[src/rtl/ca1_pkg.sv]
// Shared constants and loader state encoding for the approximate-multiply engine.
package ca1_pkg;

   localparam int DATA_W    = 16;
   localparam int ADDR_W    = 4;
   localparam int NUM_WORDS = 16;
   localparam int START_LEN = 2;

   typedef enum logic [1:0] {
      LD_IDLE  = 2'b00,
      LD_FILL  = 2'b01,
      LD_START = 2'b10,
      LD_WAIT  = 2'b11
   } ld_state_t;

endpackage

[src/rtl/operand_loader_if.sv]
// Operand stream, RAM write port and controller handshake seen by the operand loader.
interface operand_loader_if #(
   parameter int DATA_W = ca1_pkg::DATA_W,
   parameter int ADDR_W = ca1_pkg::ADDR_W
);

   logic              in_valid;
   logic [DATA_W-1:0] in_data;
   logic              in_ready;
   logic              ram_own;
   logic              ram_wr_en;
   logic [ADDR_W-1:0] ram_addr;
   logic [DATA_W-1:0] ram_wr_data;
   logic              start;
   logic              done;
   logic              busy;
   logic              batch_done;
   logic [ADDR_W:0]   fill_count;

   // The loader is the slave of the word stream and the controller's done.
   modport slave (
      input  in_valid, in_data, done,
      output in_ready, ram_own, ram_wr_en, ram_addr, ram_wr_data,
             start, busy, batch_done, fill_count
   );

   modport master (
      output in_valid, in_data, done,
      input  in_ready, ram_own, ram_wr_en, ram_addr, ram_wr_data,
             start, busy, batch_done, fill_count
   );

endinterface

[src/rtl/cnt_mod_n.sv]
// Modulo-N up counter with synchronous init, enable and a carry-out on the wrapping increment.
module cnt_mod_n #(
   parameter int W = 4,
   parameter int N = 16
) (
   input  logic         clk,
   input  logic         rst,
   input  logic         init,
   input  logic         en,
   output logic [W-1:0] q,
   output logic         co
);

   assign co = en & (q == W'(N - 1));

   // NOTE: state registers use non-blocking assignments so every flop samples pre-edge values.
   always_ff @(posedge clk) begin
      if (rst || init) begin
         q <= '0;
      end else if (en) begin
         q <= co ? '0 : q + 1'b1;
      end
   end

endmodule

[src/rtl/operand_loader.sv]
// Fills the operand RAM from a valid/ready stream, pulses start to the controller,
// then waits for its done before accepting the next batch.
module operand_loader #(
   parameter int DATA_W    = ca1_pkg::DATA_W,
   parameter int ADDR_W    = ca1_pkg::ADDR_W,
   parameter int NUM_WORDS = ca1_pkg::NUM_WORDS,
   parameter int START_LEN = ca1_pkg::START_LEN
) (
   input logic          clk,
   input logic          rst,
   operand_loader_if.slave bus
);

   import ca1_pkg::*;

   localparam int FC_W = ADDR_W + 1;
   localparam int SC_W = $clog2(START_LEN + 1);

   ld_state_t       state, state_nxt;
   logic            hs, fill_clr, fill_last;
   logic            start_run, start_last;
   logic            batch_done_q;
   logic [FC_W-1:0] fill_cnt;
   logic [SC_W-1:0] start_cnt;

   // Handshake is derived from state, not from in_ready, to keep the decode loop-free.
   assign hs        = bus.in_valid & (state == LD_FILL);
   assign fill_clr  = (state == LD_WAIT) & bus.done;
   assign start_run = (state == LD_START);

   // Wraps on the last word, so addr returns to 0 exactly when the batch is complete.
   cnt_mod_n #(.W(FC_W), .N(NUM_WORDS)) u_fill_cnt (
      .clk  (clk),
      .rst  (rst),
      .init (fill_clr),
      .en   (hs),
      .q    (fill_cnt),
      .co   (fill_last)
   );

   cnt_mod_n #(.W(SC_W), .N(START_LEN)) u_start_cnt (
      .clk  (clk),
      .rst  (rst),
      .init (1'b0),
      .en   (start_run),
      .q    (start_cnt),
      .co   (start_last)
   );

   always_ff @(posedge clk) begin
      if (rst) begin
         state        <= LD_IDLE;
         batch_done_q <= 1'b0;
      end else begin
         state        <= state_nxt;
         batch_done_q <= fill_clr;
      end
   end

   // NOTE: every output and the next state get a default first, so no path can infer a latch.
   always_comb begin
      state_nxt       = state;
      bus.in_ready    = 1'b0;
      bus.ram_own     = 1'b0;
      bus.ram_wr_en   = 1'b0;
      bus.ram_addr    = '0;
      bus.ram_wr_data = '0;
      bus.start       = 1'b0;
      bus.busy        = 1'b0;
      bus.batch_done  = 1'b0;
      bus.fill_count  = '0;

      case (state)
         LD_IDLE: state_nxt = LD_FILL;

         LD_FILL: begin
            bus.in_ready   = 1'b1;
            bus.ram_own    = 1'b1;
            bus.ram_addr   = fill_cnt[ADDR_W-1:0];
            bus.fill_count = fill_cnt;
            bus.batch_done = batch_done_q;
            if (hs) begin
               bus.ram_wr_en   = 1'b1;
               bus.ram_wr_data = bus.in_data;
            end
            if (fill_last) state_nxt = LD_START;
         end

         // RAM stays owned (write idle) so the datapath keeps off it while start is high.
         LD_START: begin
            bus.ram_own    = 1'b1;
            bus.start      = (start_cnt < SC_W'(START_LEN));
            bus.fill_count = FC_W'(NUM_WORDS);
            if (start_last) state_nxt = LD_WAIT;
         end

         LD_WAIT: begin
            bus.busy       = 1'b1;
            bus.fill_count = FC_W'(NUM_WORDS);
            if (bus.done) state_nxt = LD_FILL;
         end

         default: state_nxt = LD_IDLE;
      endcase
   end

endmodule

[src/flat_wrapper.sv]
// flat-port wrapper written by rule: the top's interface ports become plain ports
module operand_loader_flat import ca1_pkg::*;
#(
   parameter int DATA_W    = ca1_pkg::DATA_W,
   parameter int ADDR_W    = ca1_pkg::ADDR_W,
   parameter int NUM_WORDS = ca1_pkg::NUM_WORDS,
   parameter int START_LEN = ca1_pkg::START_LEN
)
  (clk, rst, bus_in_valid, bus_in_data, bus_done, bus_in_ready, bus_ram_own, bus_ram_wr_en, bus_ram_addr, bus_ram_wr_data, bus_start, bus_busy, bus_batch_done, bus_fill_count);
  operand_loader_if #(.DATA_W(DATA_W), .ADDR_W(ADDR_W)) bus_i ();
  input logic clk;
  input logic rst;
  input wire logic [$bits(bus_i.in_valid)-1:0] bus_in_valid;
  input wire logic [$bits(bus_i.in_data)-1:0] bus_in_data;
  input wire logic [$bits(bus_i.done)-1:0] bus_done;
  output wire logic [$bits(bus_i.in_ready)-1:0] bus_in_ready;
  output wire logic [$bits(bus_i.ram_own)-1:0] bus_ram_own;
  output wire logic [$bits(bus_i.ram_wr_en)-1:0] bus_ram_wr_en;
  output wire logic [$bits(bus_i.ram_addr)-1:0] bus_ram_addr;
  output wire logic [$bits(bus_i.ram_wr_data)-1:0] bus_ram_wr_data;
  output wire logic [$bits(bus_i.start)-1:0] bus_start;
  output wire logic [$bits(bus_i.busy)-1:0] bus_busy;
  output wire logic [$bits(bus_i.batch_done)-1:0] bus_batch_done;
  output wire logic [$bits(bus_i.fill_count)-1:0] bus_fill_count;
  assign bus_i.in_valid = bus_in_valid;
  assign bus_i.in_data = bus_in_data;
  assign bus_i.done = bus_done;
  assign bus_in_ready = bus_i.in_ready;
  assign bus_ram_own = bus_i.ram_own;
  assign bus_ram_wr_en = bus_i.ram_wr_en;
  assign bus_ram_addr = bus_i.ram_addr;
  assign bus_ram_wr_data = bus_i.ram_wr_data;
  assign bus_start = bus_i.start;
  assign bus_busy = bus_i.busy;
  assign bus_batch_done = bus_i.batch_done;
  assign bus_fill_count = bus_i.fill_count;
  operand_loader #(.DATA_W(DATA_W), .ADDR_W(ADDR_W), .NUM_WORDS(NUM_WORDS), .START_LEN(START_LEN)) u_core (.clk(clk), .rst(rst), .bus(bus_i));
endmodule
[config.mk]
export PLATFORM = sky130hd
export DESIGN_NAME = operand_loader_flat
export DESIGN_NICKNAME = d
export VERILOG_FILES = /design/src/rtl/ca1_pkg.sv /design/src/rtl/operand_loader_if.sv /design/src/rtl/cnt_mod_n.sv /design/src/rtl/operand_loader.sv /design/src/flat_wrapper.sv
export SDC_FILE = /design/constraint.sdc
export NUM_CORES = 1
export LEC_CHECK = 0
export ABC_AREA = 1
export ABC_CLOCK_PERIOD_IN_PS = 4750
export BUFFER_PORTS_ARGS = -buffer_cell sky130_fd_sc_hd__buf_2
export CORE_ASPECT_RATIO = 1.1
export CORE_UTILIZATION = 30
export DETAILED_ROUTE_END_ITERATION = 10
export SLEW_MARGIN = 5
export SYNTH_ARGS = -nofsm -noshare
export SYNTH_HDL_FRONTEND = slang
export SYNTH_HIERARCHICAL = 1
export SYNTH_SLANG_ARGS = --single-unit
export TNS_END_PERCENT = 50
[constraint.sdc]
create_clock -name clk -period 4.75 [get_ports clk]
set_input_delay 0.95 -clock clk [delete_from_list [all_inputs] [get_ports clk]]
set_output_delay 0.95 -clock clk [all_outputs]
set_load 0.1 [all_outputs]
==> results.md, run 1 <==
* PostCTS Resize Cnt at 0
* Clock skew at ~2.0 ps
* Routed via count at just under 900
* Post-Synth XOR/XNOR Area at 1.05%
* Synth Warn # at 6
* Final hold vios at 0
* Cts hold-fix bufs at 0
* Post-Synth Adder-Cell Area at a little under a tenth
* R2R depth at 14
* Crit-path max cell delay at 430 ps
* Root Driver: clkbuf_4
* Largest net degree at the start of global routing at 17
* Yosys reg bits at 10
* Worst hold endpoint: u_core/u_start_cnt/q[1]$_SDFFE_PP0P_
* Port bufs at 50
* DRT iter0 DRCs at 9
* Ant diodes at 0
* Row count at 19
* VDD IR-drop max at 0.553 mV
* Total track usage at approximately an eighth
* Reg2Reg Capture Point: u_core/state[0]$_SDFFE_PP0P_
* Clock sink count at 10
* Hold depth at 2
* HP Start: u_core/u_start_cnt/q[1]$_SDFFE_PP0P_
* Die height at between 50 and 60 um
* Dpl hpwl at 1520 um
* Final net count at ~210
* Simple-Gate Fraction of Synth Area at about 40%
* Avg WL per Cell at between 8 and 9 um
* Multiplexer share of the synthesized area at 0%
* Max cap viols at 0
* R2R Path Start: u_core/state[1]$_SDFFE_PP0P_
* CP Max Fanout at 16
* H-Tree Depth at 1
* Post-route setup TNS at 0 ps
* Routed Antenna Nets at 0
* Initial Util at approximately a third
* Dominant combinational cell family by area after synthesis: simple AND/OR/NAND/NOR gates
* Initial antenna violation count at 0
* Core Area at about 2600 um2
* Area Overhead vs Synth at 32.8%
* Critical Path Sink Type: output pin
* Post-synthesis compound-gate area fraction at 1.95%
* Clock period minus worst slack at a little under 3000 ps
* Commonest cells after routing, fill and taps aside: 50 x buf_2, 35 x inv_1, 26 x nand2_1
* Synth Instances at 134
* Min-delay worst type: reg -> reg
* CTS tree: built
* Distinct cell type count after synthesis at 19
* Final setup vio count at 0
* Vias in the first global route at between 700 and 800
* PD cells at approximately 550 nW/um2
* Clock slew at reported path FFs at 70 ps
* Setup bufs post-CTS at 0
* First-pass GRT wire length at between 2000 and 3000 um
* Die X at 52.2 um
* P_leak at between 0.7 and 0.8 nW
* Cell Chain, Critical Path: inv_1 > ha_1 > nand2_4 > inv_4 > nand2_4 > nor2_1 > buf_2
* Top-Level Pins at 51
* DRC at 0
* Worst setup SP type: register
* Flop2flop setup slack at between 2000 and 3000 ps
* Total wire length at roughly 1800 um
* RSZ-0062 raised after global routing: no
* Drt first pass iters at 4
* Leading cell type in the layout, fill and taps excluded: buf_2
* Worst skew pair latency at about 260 ps
* Syn Nets at 160
* Post-Syn Area per Cell at around 6.2 um2
* Arrival @ worst endpoint at 1970 ps
* Cell mode on critical path: nand2_4
* Slowest CP cell: buf_2
* Setup Crit Path Kind: reg -> out
* Status: complete, no violations
* Fmax at between 0.3 and 0.4 GHz
* GPL Wtd Cong at around 0.84
* Post-Syn Area at between 800 and 900 um2
* Grt ovf at 0
* Bufs on Longest Clock Path at 2
* Layout cells sized above 1 at around two fifths
* Total CTS buffers at 3
* Hold WS at roughly 450 ps
* WP data required at 3800 ps
* Post-DR vias/cell at 4.09
* Die area at 2990 um2
* Slew Limit Fails at 0
* Seq/Total Area, Yosys at 24.1%
* Period utilisation layout at between 60 and 70%
cells in the mapped netlist:
master,number,area (um2)
a21oi_1,1,5.00
a31oi_1,1,6.26
buf_4,4,30.0
buf_6,2,22.5
conb_1,1,3.75
dfxtp_1,10,200
ha_1,6,75.1
inv_1,35,131
inv_2,1,3.75
inv_4,1,6.26
nand2_1,26,97.6
nand2_2,2,12.5
nand2_4,2,22.5
nand3_1,5,25.0
nor2_1,21,78.8
nor2_2,12,75.1
nor2_4,2,22.5
o21ai_1,1,5.00
xor2_1,1,8.76
flip-flops by register name, indices dropped and copies added (netlist names):
| register | cells |
|---|---|
| u_core/u_fill_cnt/q | 5 |
| u_core/u_start_cnt/q | 2 |
| u_core/state | 2 |
| u_core/batch_done_q | 1 |
metal layers:
metal | track usage (%) | up-vias | share of wire [%]
met4 | 5.64 | 0 | 0.56
li1 | - | 466 | -
met2 | 24.2 | 33 | 52
met5 | 0 | - | 0
met3 | 1.60 | 2 | 6.9
met1 | 13.4 | 371 | 40
report_power, final:
part,switching (W),leakage (nW),internal [W]
Sequential,0.0000115,0.0813,0.0000962
Clock,0.0000294,0.0210,0.0000465
Combinational,0.000351,0.652,0.0000721
Total,0.000392,0.754,0.000215
metrics by stage:
stage | setup WS (ps) | power (W) | instance area [um2] | std cells | utilization [%]
after floorplan | 1040 | 0.000490 | 832 | 134 | -
after global placement | 1920 | 0.000530 | 1070 | 209 | 41.6
after detailed placement | 1890 | 0.000534 | 1070 | 209 | 41.6
after CTS | 1780 | 0.000615 | 1100 | 213 | 43.0
after global routing | 1660 | 0.000645 | 1100 | 213 | 43.0
final | 1830 | 0.000607 | 1100 | 213 | 43.0
worst max-delay path: cells and delay by family, from the launching register on:
kind	cells	cell delay, ps
adders and majority gates	1	380
buffers and inverters	3	650
DFF	1	330
and+or+nand+nor	3	350
cell type report:
| type | instances | area (um2) |
|---|---|---|
| Multi-Input combinational cell | 81 | 438 |
| Tap cell | 31 | 38.8 |
| Sequential cell | 10 | 200 |
| Fill cell | 295 | 1460 |
| Clock buffer | 4 | 36.3 |
| Timing Repair Buffer | 50 | 250 |
| Inverter | 37 | 141 |
worst max-delay path by stage:
stage	startpoint	endpoint	slack [ps]
2_1_floorplan	u_core/state[0]$_SDFFE_PP0P_	bus_fill_count[4]	1040
5_1_grt	u_core/state[1]$_SDFFE_PP0P_	bus_ram_wr_data[7]	1660
6_report	u_core/state[1]$_SDFFE_PP0P_	bus_ram_wr_data[15]	1830
4_1_cts	u_core/state[1]$_SDFFE_PP0P_	bus_ram_wr_data[4]	1780
3_5_place_dp	bus_in_valid	bus_ram_wr_data[4]	1890
3_3_place_gp	bus_in_valid	bus_ram_wr_data[3]	1920
kinds of logic after synthesis:
family	count (synthesis)
AO/OA/AOI/OAI	3
adder cells (fa/ha/maj)	6
flip-flops	10
AND/OR/NAND/NOR	70
other	1
XOR/XNOR	1
buffers and inverters	43
No activity file was read; power rests on OpenSTA's default activity.
==> inputs of run 2 (changes only) <==
--- a/config.mk
+++ b/config.mk
@@ -6,7 +6,7 @@
 export NUM_CORES = 1
 export LEC_CHECK = 0
 export ABC_AREA = 1
-export ABC_CLOCK_PERIOD_IN_PS = 4750
+export ABC_CLOCK_PERIOD_IN_PS = 2800
 export BUFFER_PORTS_ARGS = -buffer_cell sky130_fd_sc_hd__buf_2
 export CORE_ASPECT_RATIO = 1.1
 export CORE_UTILIZATION = 30
==> constraint.sdc (replaced) <==
create_clock -name clk -period 2.8 [get_ports clk]
set_input_delay 0.56 -clock clk [delete_from_list [all_inputs] [get_ports clk]]
set_output_delay 0.56 -clock clk [all_outputs]
set_load 0.1 [all_outputs]
==> run 2 against run 1 <==
Register-to-register slack worse by 2000 ps. Worst setup slack worse by 1600 ps. Critical path depth stayed put. Final cell count is 0.47% lower. Sequential cell count stayed put. Critical path type unchanged.
==> results.md, run 2 (synthesized netlist as in run 1, its figures left out) <==
* Leading cell type in the layout, fill and taps excluded: buf_2
* Switching share of power at 66.3% (+1.8 points)
* Core Area at 2570 um2 (unchanged)
* Reg power frac at 18.3% (+0.5 points)
* Total CTS buffers at 3 (unchanged)
* Status: complete, no violations
* Worst setup SP type: register
* Clock sink count at 10 (unchanged)
* Reg2Reg Capture Point: u_core/state[1]$_SDFFE_PP0P_
* Routed Antenna Nets at 0 (unchanged)
* Fmax at roughly 0.39 GHz
* CP Max Fanout at 16 (unchanged)
* H-Tree Depth at 1 (unchanged)
* Critical Path Sink Type: output pin
* Internal power at 0.000339 W (+58%)
* P_leak at 0.744 nW (-1.4%)
* Port bufs at 50 (unchanged)
* Clock period minus worst slack at 2550 ps
* Period utilisation layout at around nine tenths
* Post-DR vias/cell at 4.02 (-1.8%)
* Routed via count at 852 (-2.3%)
* Bufs on Longest Clock Path at 2 (unchanged)
* Total Power at 0.00101 W (+66%)
* Area Overhead vs Synth at 33.7%
* Combinational Power Share at 72.1% (+2.4 points)
* Flop2flop setup slack at 1000 ps (-1950 ps)
* Vias in the first global route at 757 (+5.0%)
* Die height at 57.2 um (unchanged)
* Max cap viols at 0 (unchanged)
* Clock skew at 1.51 ps (-0.499 ps)
* Setup bufs post-CTS at 0 (unchanged)
* Largest register FFs at 5 (unchanged)
* Cts hold-fix bufs at 0 (unchanged)
* Min-delay worst type: reg -> reg
* Final setup vio count at 0 (unchanged)
* VDD IR-drop max at 0.860 mV (+56%)
* RSZ-0062 raised after global routing: no
* Clock power frac at 9.6% (-2.9 points)
* Dpl hpwl at 1500 um (-0.99%)
* DRT iter0 DRCs at 6 (-3)
* HP Start: u_core/u_start_cnt/q[1]$_SDFFE_PP0P_
* Largest registers: u_core/u_fill_cnt/q x5, u_core/state x2, u_core/u_start_cnt/q x2
* Final hold vios at 0 (unchanged)
* Top-Level Pins at 51 (unchanged)
* Worst hold endpoint: u_core/u_start_cnt/q[1]$_SDFFE_PP0P_
* R2R Path Start: u_core/state[1]$_SDFFE_PP0P_
* GPL Wtd Cong at 0.844 (+0.63%)
* Placed inst area at 1090 um2 (+2.0%)
* Die area at 2990 um2 (unchanged)
* Largest net degree at the start of global routing at 17 (unchanged)
* PostCTS Resize Cnt at 0 (unchanged)
* Layout cells sized above 1 at 44.8% (+4.1 points)
* Avg WL per Cell at 8.33 um (-1.2%)
* Worst skew pair latency at 260 ps (about the same)
* Fin area at 1110 um2 (+0.68%)
* Cells after DPL at 209 (unchanged)
* Clock slew at reported path FFs at 60 ps (about the same)
* Sw power at 0.000668 W (+71%)
* CTS tree: built
* Most flops, register: u_core/u_fill_cnt/q
* PD cells at 906 nW/um2 (+65%)
* Arrival @ worst endpoint at 1990 ps (+20 ps)
* Row count at 19 (unchanged)
* Grt ovf at 0 (unchanged)
* Root Driver: clkbuf_4
* DRC at 0 (unchanged)
* Post-route setup TNS at 0 ps (unchanged)
* Setup Crit Path Kind: reg -> out
* Total track usage at 13.0% (+0.37 points)
* WP data required at 2240 ps (-1560 ps)
* First-pass GRT wire length at 2960 um (+2.9%)
* Hold depth at 2 (unchanged)
* Commonest cells after routing, fill and taps aside: 50 x buf_2, 35 x inv_1, 26 x nand2_1
* Die X at 52.2 um (unchanged)
* Ant diodes at 0 (unchanged)
* Initial Util at 32.4% (unchanged)
* Total wire length at 1770 um (-1.6%)
* Final std cells w/o fill at 212 (-0.47%)
* Slew Limit Fails at 0 (unchanged)
* Setup WS pre-CTS at 530 ps (-1360 ps)
* Initial antenna violation count at 0 (unchanged)
* R2R depth at 13 (-1)
* Drt first pass iters at 4 (unchanged)
* Final net count at 209 (unchanged)
* Min setup slack post-route at 246 ps (-1580 ps)
## run 2: cell types whose count changed in the layout (fill, tap and decap cells not counted), sizes merged
cell	previous run	this run
clkbuf	4	3
## run 2: cell type report
cell class,instances,area [um2]
fill,294,1460
multi-input combinational,81,459
clock buffer,3,22.5
timing repair buffer,50,250
sequential,10,200
inverter,37,141
tap,31,38.8
## run 2: worst max-delay path by stage
stage / end / slack (ps) / start / depth (start not counted)
after CTS: bus_ram_wr_data[6] / 240 / u_core/state[1]$_SDFFE_PP0P_ / 7
final: bus_ram_wr_data[6] / 250 / u_core/state[1]$_SDFFE_PP0P_ / 7
after detailed placement: bus_ram_wr_data[6] / 530 / u_core/state[1]$_SDFFE_PP0P_ / 7
after global placement: bus_ram_wr_data[15] / 610 / u_core/state[1]$_SDFFE_PP0P_ / 7
after floorplan: bus_fill_count[4] / -20 / u_core/state[0]$_SDFFE_PP0P_ / 3
after global routing: bus_ram_wr_data[6] / 90 / u_core/state[1]$_SDFFE_PP0P_ / 7
## run 2: critical path, stage by stage (launching register included)
cell and delay [ps]:
dfxtp_1 330, inv_1 120, ha_1 370, nand2_4 80, inv_4 100, nand2_4 160, nor2_2 130, buf_2 440
## run 2: through the flow
| stage | hold WS, ps | utilization [%] |
|---|---|---|
| after global placement | 434 | 42.4 |
| after global routing | 480 | 43.3 |
| after floorplan | 422 | - |
| after detailed placement | 447 | 42.4 |
| final | 449 | 43.3 |
| after CTS | 457 | 43.3 |
## run 2: per-layer routing
layer  part of all wire (%)  vias up  GRT usage, %
li1                       -      462             -
met1                     42      355          14.8
met2                     49       31          23.1
met3                    7.8        4          1.87
met4                    1.3        0          6.77
met5                      0        -             0
## run 2: power groups by stage
stage          logic (W)  registers, W  clock network, W
6_report        0.000726      0.000185         0.0000965
5_1_grt         0.000765      0.000189          0.000110
4_1_cts         0.000730      0.000185          0.000102
3_5_place_dp    0.000729      0.000188                 0
3_3_place_gp    0.000724      0.000186                 0
2_1_floorplan   0.000662      0.000182                 0
